--- src/rtl/dffram_1r1w.sv ---
// Two-port byte-masked DFF RAM: one write port, one independent read port, write-first
// collision bypass, optional output register and a post-reset zero-clear sequencer.
module dffram_1r1w #(
    parameter int WSIZE      = 4,
    parameter int WORDS      = 64,
    parameter bit OREG       = 1'b0,
    parameter bit CLR_ON_RST = 1'b1,
    localparam int DW = 8 * WSIZE,
    localparam int AW = $clog2(WORDS)
) (
    input  logic             CLK,
    input  logic             RESETn,
    input  logic             EN0,
    input  logic [WSIZE-1:0] WE0,
    input  logic [AW-1:0]    A0,
    input  logic [DW-1:0]    Di0,
    input  logic             EN1,
    input  logic [AW-1:0]    A1,
    output logic [DW-1:0]    Do1,
    output logic             VLD1,
    output logic             BUSY
);

    typedef enum logic {
        ST_IDLE,
        ST_CLEAR
    } state_t;

    localparam state_t RST_STATE = CLR_ON_RST ? ST_CLEAR : ST_IDLE;

    state_t          state_q, state_d;
    logic [AW-1:0]   cnt_q, cnt_d;
    logic [DW-1:0]   mem_q [WORDS];

    logic            busy;
    logic [AW-1:0]   wr_addr;
    logic [WSIZE-1:0] wr_mask;
    logic [DW-1:0]   wr_data;
    logic [DW-1:0]   wr_word;
    logic            wr_en;
    logic            rd_req;
    logic [DW-1:0]   rd_word;
    logic [DW-1:0]   do_q, do_d;
    logic            vld_q, vld_d;

    assign busy = (state_q == ST_CLEAR);
    assign BUSY = busy;
    assign Do1  = do_q;
    assign VLD1 = vld_q;

    // NOTE: every always_comb output gets a default first so no path leaves a latch behind.
    always_comb begin
        state_d = state_q;
        cnt_d   = cnt_q;
        if (state_q == ST_CLEAR) begin
            cnt_d = cnt_q + AW'(1);
            if (cnt_q == AW'(WORDS - 1)) begin
                state_d = ST_IDLE;
            end
        end
    end

    always_ff @(posedge CLK or negedge RESETn) begin
        if (!RESETn) begin
            state_q <= RST_STATE;
            cnt_q   <= '0;
        end else begin
            state_q <= state_d;
            cnt_q   <= cnt_d;
        end
    end

    // The clear sequencer takes over the write port; the merged word also feeds the bypass.
    always_comb begin
        wr_addr = A0;
        wr_mask = EN0 ? WE0 : '0;
        wr_data = Di0;
        if (busy) begin
            wr_addr = cnt_q;
            wr_mask = '1;
            wr_data = '0;
        end
        wr_en = |wr_mask;
        for (int i = 0; i < WSIZE; i++) begin
            wr_word[8*i +: 8] = wr_mask[i] ? wr_data[8*i +: 8] : mem_q[wr_addr][8*i +: 8];
        end
    end

    // NOTE: the storage array is deliberately not reset; only the clear sequence zeroes it.
    always_ff @(posedge CLK) begin
        if (wr_en) begin
            mem_q[wr_addr] <= wr_word;
        end
    end

    always_comb begin
        rd_req  = EN1 && !busy;
        rd_word = (wr_en && (wr_addr == A1)) ? wr_word : mem_q[A1];
    end

    generate
        if (OREG) begin : g_oreg
            logic          pipe_vld_q, pipe_vld_d;
            logic [DW-1:0] pipe_data_q, pipe_data_d;

            always_comb begin
                pipe_vld_d  = rd_req;
                pipe_data_d = rd_req ? rd_word : pipe_data_q;
                vld_d       = pipe_vld_q;
                do_d        = pipe_vld_q ? pipe_data_q : do_q;
            end

            always_ff @(posedge CLK or negedge RESETn) begin
                if (!RESETn) begin
                    pipe_vld_q  <= 1'b0;
                    pipe_data_q <= '0;
                end else begin
                    pipe_vld_q  <= pipe_vld_d;
                    pipe_data_q <= pipe_data_d;
                end
            end
        end else begin : g_direct
            always_comb begin
                vld_d = rd_req;
                do_d  = rd_req ? rd_word : do_q;
            end
        end
    endgenerate

    always_ff @(posedge CLK or negedge RESETn) begin
        if (!RESETn) begin
            do_q  <= '0;
            vld_q <= 1'b0;
        end else begin
            do_q  <= do_d;
            vld_q <= vld_d;
        end
    end

endmodule

--- config.mk ---
export PLATFORM = sky130hd
export DESIGN_NAME = dffram_1r1w
export DESIGN_NICKNAME = d
export VERILOG_FILES = /design/src/rtl/dffram_1r1w.sv
export SDC_FILE = /design/constraint.sdc
export NUM_CORES = 2
export LEC_CHECK = 0
export CAP_MARGIN = 15
export CELL_PAD_IN_SITES_DETAIL_PLACEMENT = 1
export CELL_PAD_IN_SITES_GLOBAL_PLACEMENT = 1
export CORE_UTILIZATION = 50
export DETAILED_ROUTE_END_ITERATION = 8
export DONT_BUFFER_PORTS = 1
export PLACE_DENSITY_LB_ADDON = 0.1
export SETUP_SLACK_MARGIN = 0.2
export SLEW_MARGIN = 20
export SYNTH_ARGS = -nofsm -noshare
export SYNTH_HDL_FRONTEND = slang
export SYNTH_SLANG_ARGS = --single-unit
--- constraint.sdc ---
create_clock -name CLK -period 7.4 [get_ports CLK]
set_input_delay 1.85 -clock CLK [delete_from_list [all_inputs] [get_ports CLK]]
set_output_delay 1.85 -clock CLK [all_outputs]
set_load 0.02 [all_outputs]
==> results.toml <==
[run_status]
status = "complete, no violations"

[worst_setup_path]
worstPathArrival_ns = 7.46
slowest_delay_ns = 0.74
required_ns = 8.21
cp-end-kind = "register"
crit_chain = "buf_16 -> buf_16 -> buf_16 -> buf_16 -> buf_16 -> xnor2_1 -> nand4_1 -> or4_4 -> buf_12 -> o21ai_1 -> o21a_1"
cpMostUsedCell = "buf_16"
startpoint_type = "input port"
path_class = "in -> reg"
critPathSlowestCell = "buf_16"
cp_max_fo = 133

[yosys]
synth_edf_count = 2048
syn_area_per_cell_um2 = 17.9
ys_warn_count = 0
syn_inst = 5272
syn_nets = 5325
synth-seq-cells = 2088
synth_flop_cell = "edfxtp_1"
syn_area_um2 = 94400
synth_cell_types = 87
ys_seq_area_share_pct = 66.2
async_flop_share_pct = 1.92

[floorplan]
fp.coreArea_um2 = 188000
rows = 159
start_util_pct = 50.3
die-area_um2 = 191000
ios = 86
die_x_um = 437
fp.dieH_um = 437

[cts]
root_buffer = "clkbuf_16"
numCtsBuffers = 218
cts_resized = 0
insertion_delay_ns = 0.91
cts_tree = "built"
path_clk_slew_ns = 0.06
cts.path.max_buffers = 3
hold_buffers = 0
clock_sinks = 2088
htreeDepth = 4
post_cts_buffers = 0

[routing]
dr.pass1.iters = 9
ant_nets = 0
drc_errors = 0
via_per_inst = 8.15
drt_iter0_drc = 13831
wl_mm = 411
wl_per_cell_um = 51.1
num_vias = 65500

[place]
placement.io_buffers = 0
dp_hpwl_mm = 224
place_inst = 7573
finalWeightedCongestion = 0.901

[finish]
finalNonFillerCells = 8036
fillCellCount = 16341
final_cell_mix = "edfxtp_1, mux4_2, a22oi_1"
area_delta_synth_final_pct = 12.8
nets = 5364
final_common_cell = "edfxtp_1"
drive_above_1_share_pct = 29.4

[timing]
rsz0062_at_grt = "no"
fin_crit_sh_pct = 89.8
fin_crit_ns = 6.65
worst-slew-pin-transition_ns = 1.25
finalSetupTns_ns = 0
drv_slew = 0
max_freq_ghz = 0.150
finClkSkew_ns = 0.0362
hold_viol_final = 0
setup_viol = 0
max-slew-margin-rel_pct = 16.5
holdWs_ns = 0.557

[global_routing]
track_usage_pct = 42.8
grt_max_degree = 514
grt_pass1_wl_mm = 552
grt_pass1_vias = 63825
overflow = 0
antenna_found_initial = 37

[pwr]
powerDensity_nw_per_um2 = 254
p_leak_nw = 32.7
ir_worst_vdd_mv = 0.233
p_total_mw = 27.1

[run]
maxCapViolations = 0

[min_path]
min_path_type = "reg -> reg"
## final timing paths
| kind | start | to | slack (ns) | depth (start not counted) |
|---|---|---|---|---|
| setup / recovery | A1[0] | Do1[7] | 0.75 | 11 |
| hold / removal | cnt_q[5] | cnt_q[5] | 0.56 | 1 |
| setup reg to reg | BUSY | mem_q[28][15] | 1.59 | 13 |
| hold reg to reg | cnt_q[5] | cnt_q[5] | 0.56 | 1 |
| max in group asynchronous | RESETn | Do1[20] | 6.52 | 0 |
| min in group asynchronous | RESETn | Do1[24] | 0.65 | 0 |
## worst max-delay path, delay by kind of cell
family	cells	cell delay (ns)
AND/OR/NAND/NOR	2	0.81
XOR/XNOR	1	0.19
buffers and inverters	6	3.42
AO/OA/AOI/OAI	2	0.77
## stage by stage
stage	cell area (um2)	utilization (%)	worst slack, ns
CTS	106000	56.5	1.94
global route	106000	56.7	0.221
global placement	98900	52.7	0.305
detailed placement	98900	52.7	1.21
finish	107000	56.8	0.753
floorplan	94400	-	0.226
## state kept, by name, summed over array words and instances (netlist names)
name,count
VLD1,1
Do1,32
BUSY,1
cnt_q,6
mem_q,2048
## synth_stat cells, types with 19 or more instances
master,count,share of area [%]
buf_4,29,0.23
a22o_1,37,0.34
mux2i_1,40,0.42
a221oi_1,48,0.45
o31ai_1,19,0.15
dfrtp_1,39,1.0
a31oi_1,86,0.57
o21ai_0,214,1.1
mux2_2,175,2.1
clkbuf_1,189,0.75
a21oi_1,128,0.68
nor3_1,19,0.10
edfxtp_1,2048,65
a222oi_1,205,2.2
mux4_2,660,16
o21a_1,20,0.16
and3_1,19,0.13
nand2_1,151,0.60
nand3_1,85,0.45
buf_2,197,1.0
nor2_1,127,0.50
buf_1,38,0.15
and4_1,33,0.31
a22oi_1,378,3.0
## metal layers
layer / vias to the layer above / GRT usage [%] / routed length [um]
met4: 34 / 27.4 / 30500
met2: 6669 / 60.6 / 175000
met1: 34170 / 56.7 / 140000
met3: 1480 / 14.5 / 65500
met5: - / 0.706 / 404
li1: 23147 / - / -
## cells by family (layout without fill, tap and decap cells)
family                   count (synthesis)  in the layout  synth area share, %
AO/OA/AOI/OAI                         1296           1296                 10.1
XOR/XNOR                                11             11                0.102
adder cells (fa/ha/maj)                  1              1               0.0133
buffers and inverters                  469            699                 2.36
flip-flops                            2088           2088                 66.2
multiplexers                           890            890                 18.5
other                                    0             39                    0
AND/OR/NAND/NOR                        517            517                 2.74
## where the power goes
group | total, mW | internal, mW | switching, mW
registers | 13.5 | 13.4 | 0.0955
logic | 2.40 | 0.806 | 1.60
clock network | 11.2 | 6.27 | 4.90
## layout make-up
cell class,count,area [um2],area share [%]
Antenna cell,39,97.6,0.0916
Clock buffer,290,5880,5.52
Clock inverter,121,1290,1.21
Inverter,2,13.8,0.0129
Multi-Input combinational cell,2715,30700,28.8
Sequential cell,2088,62500,58.7
Tap cell,2495,3120,2.93
Timing Repair Buffer,286,2950,2.77
(Power assumes the default switching activity.)
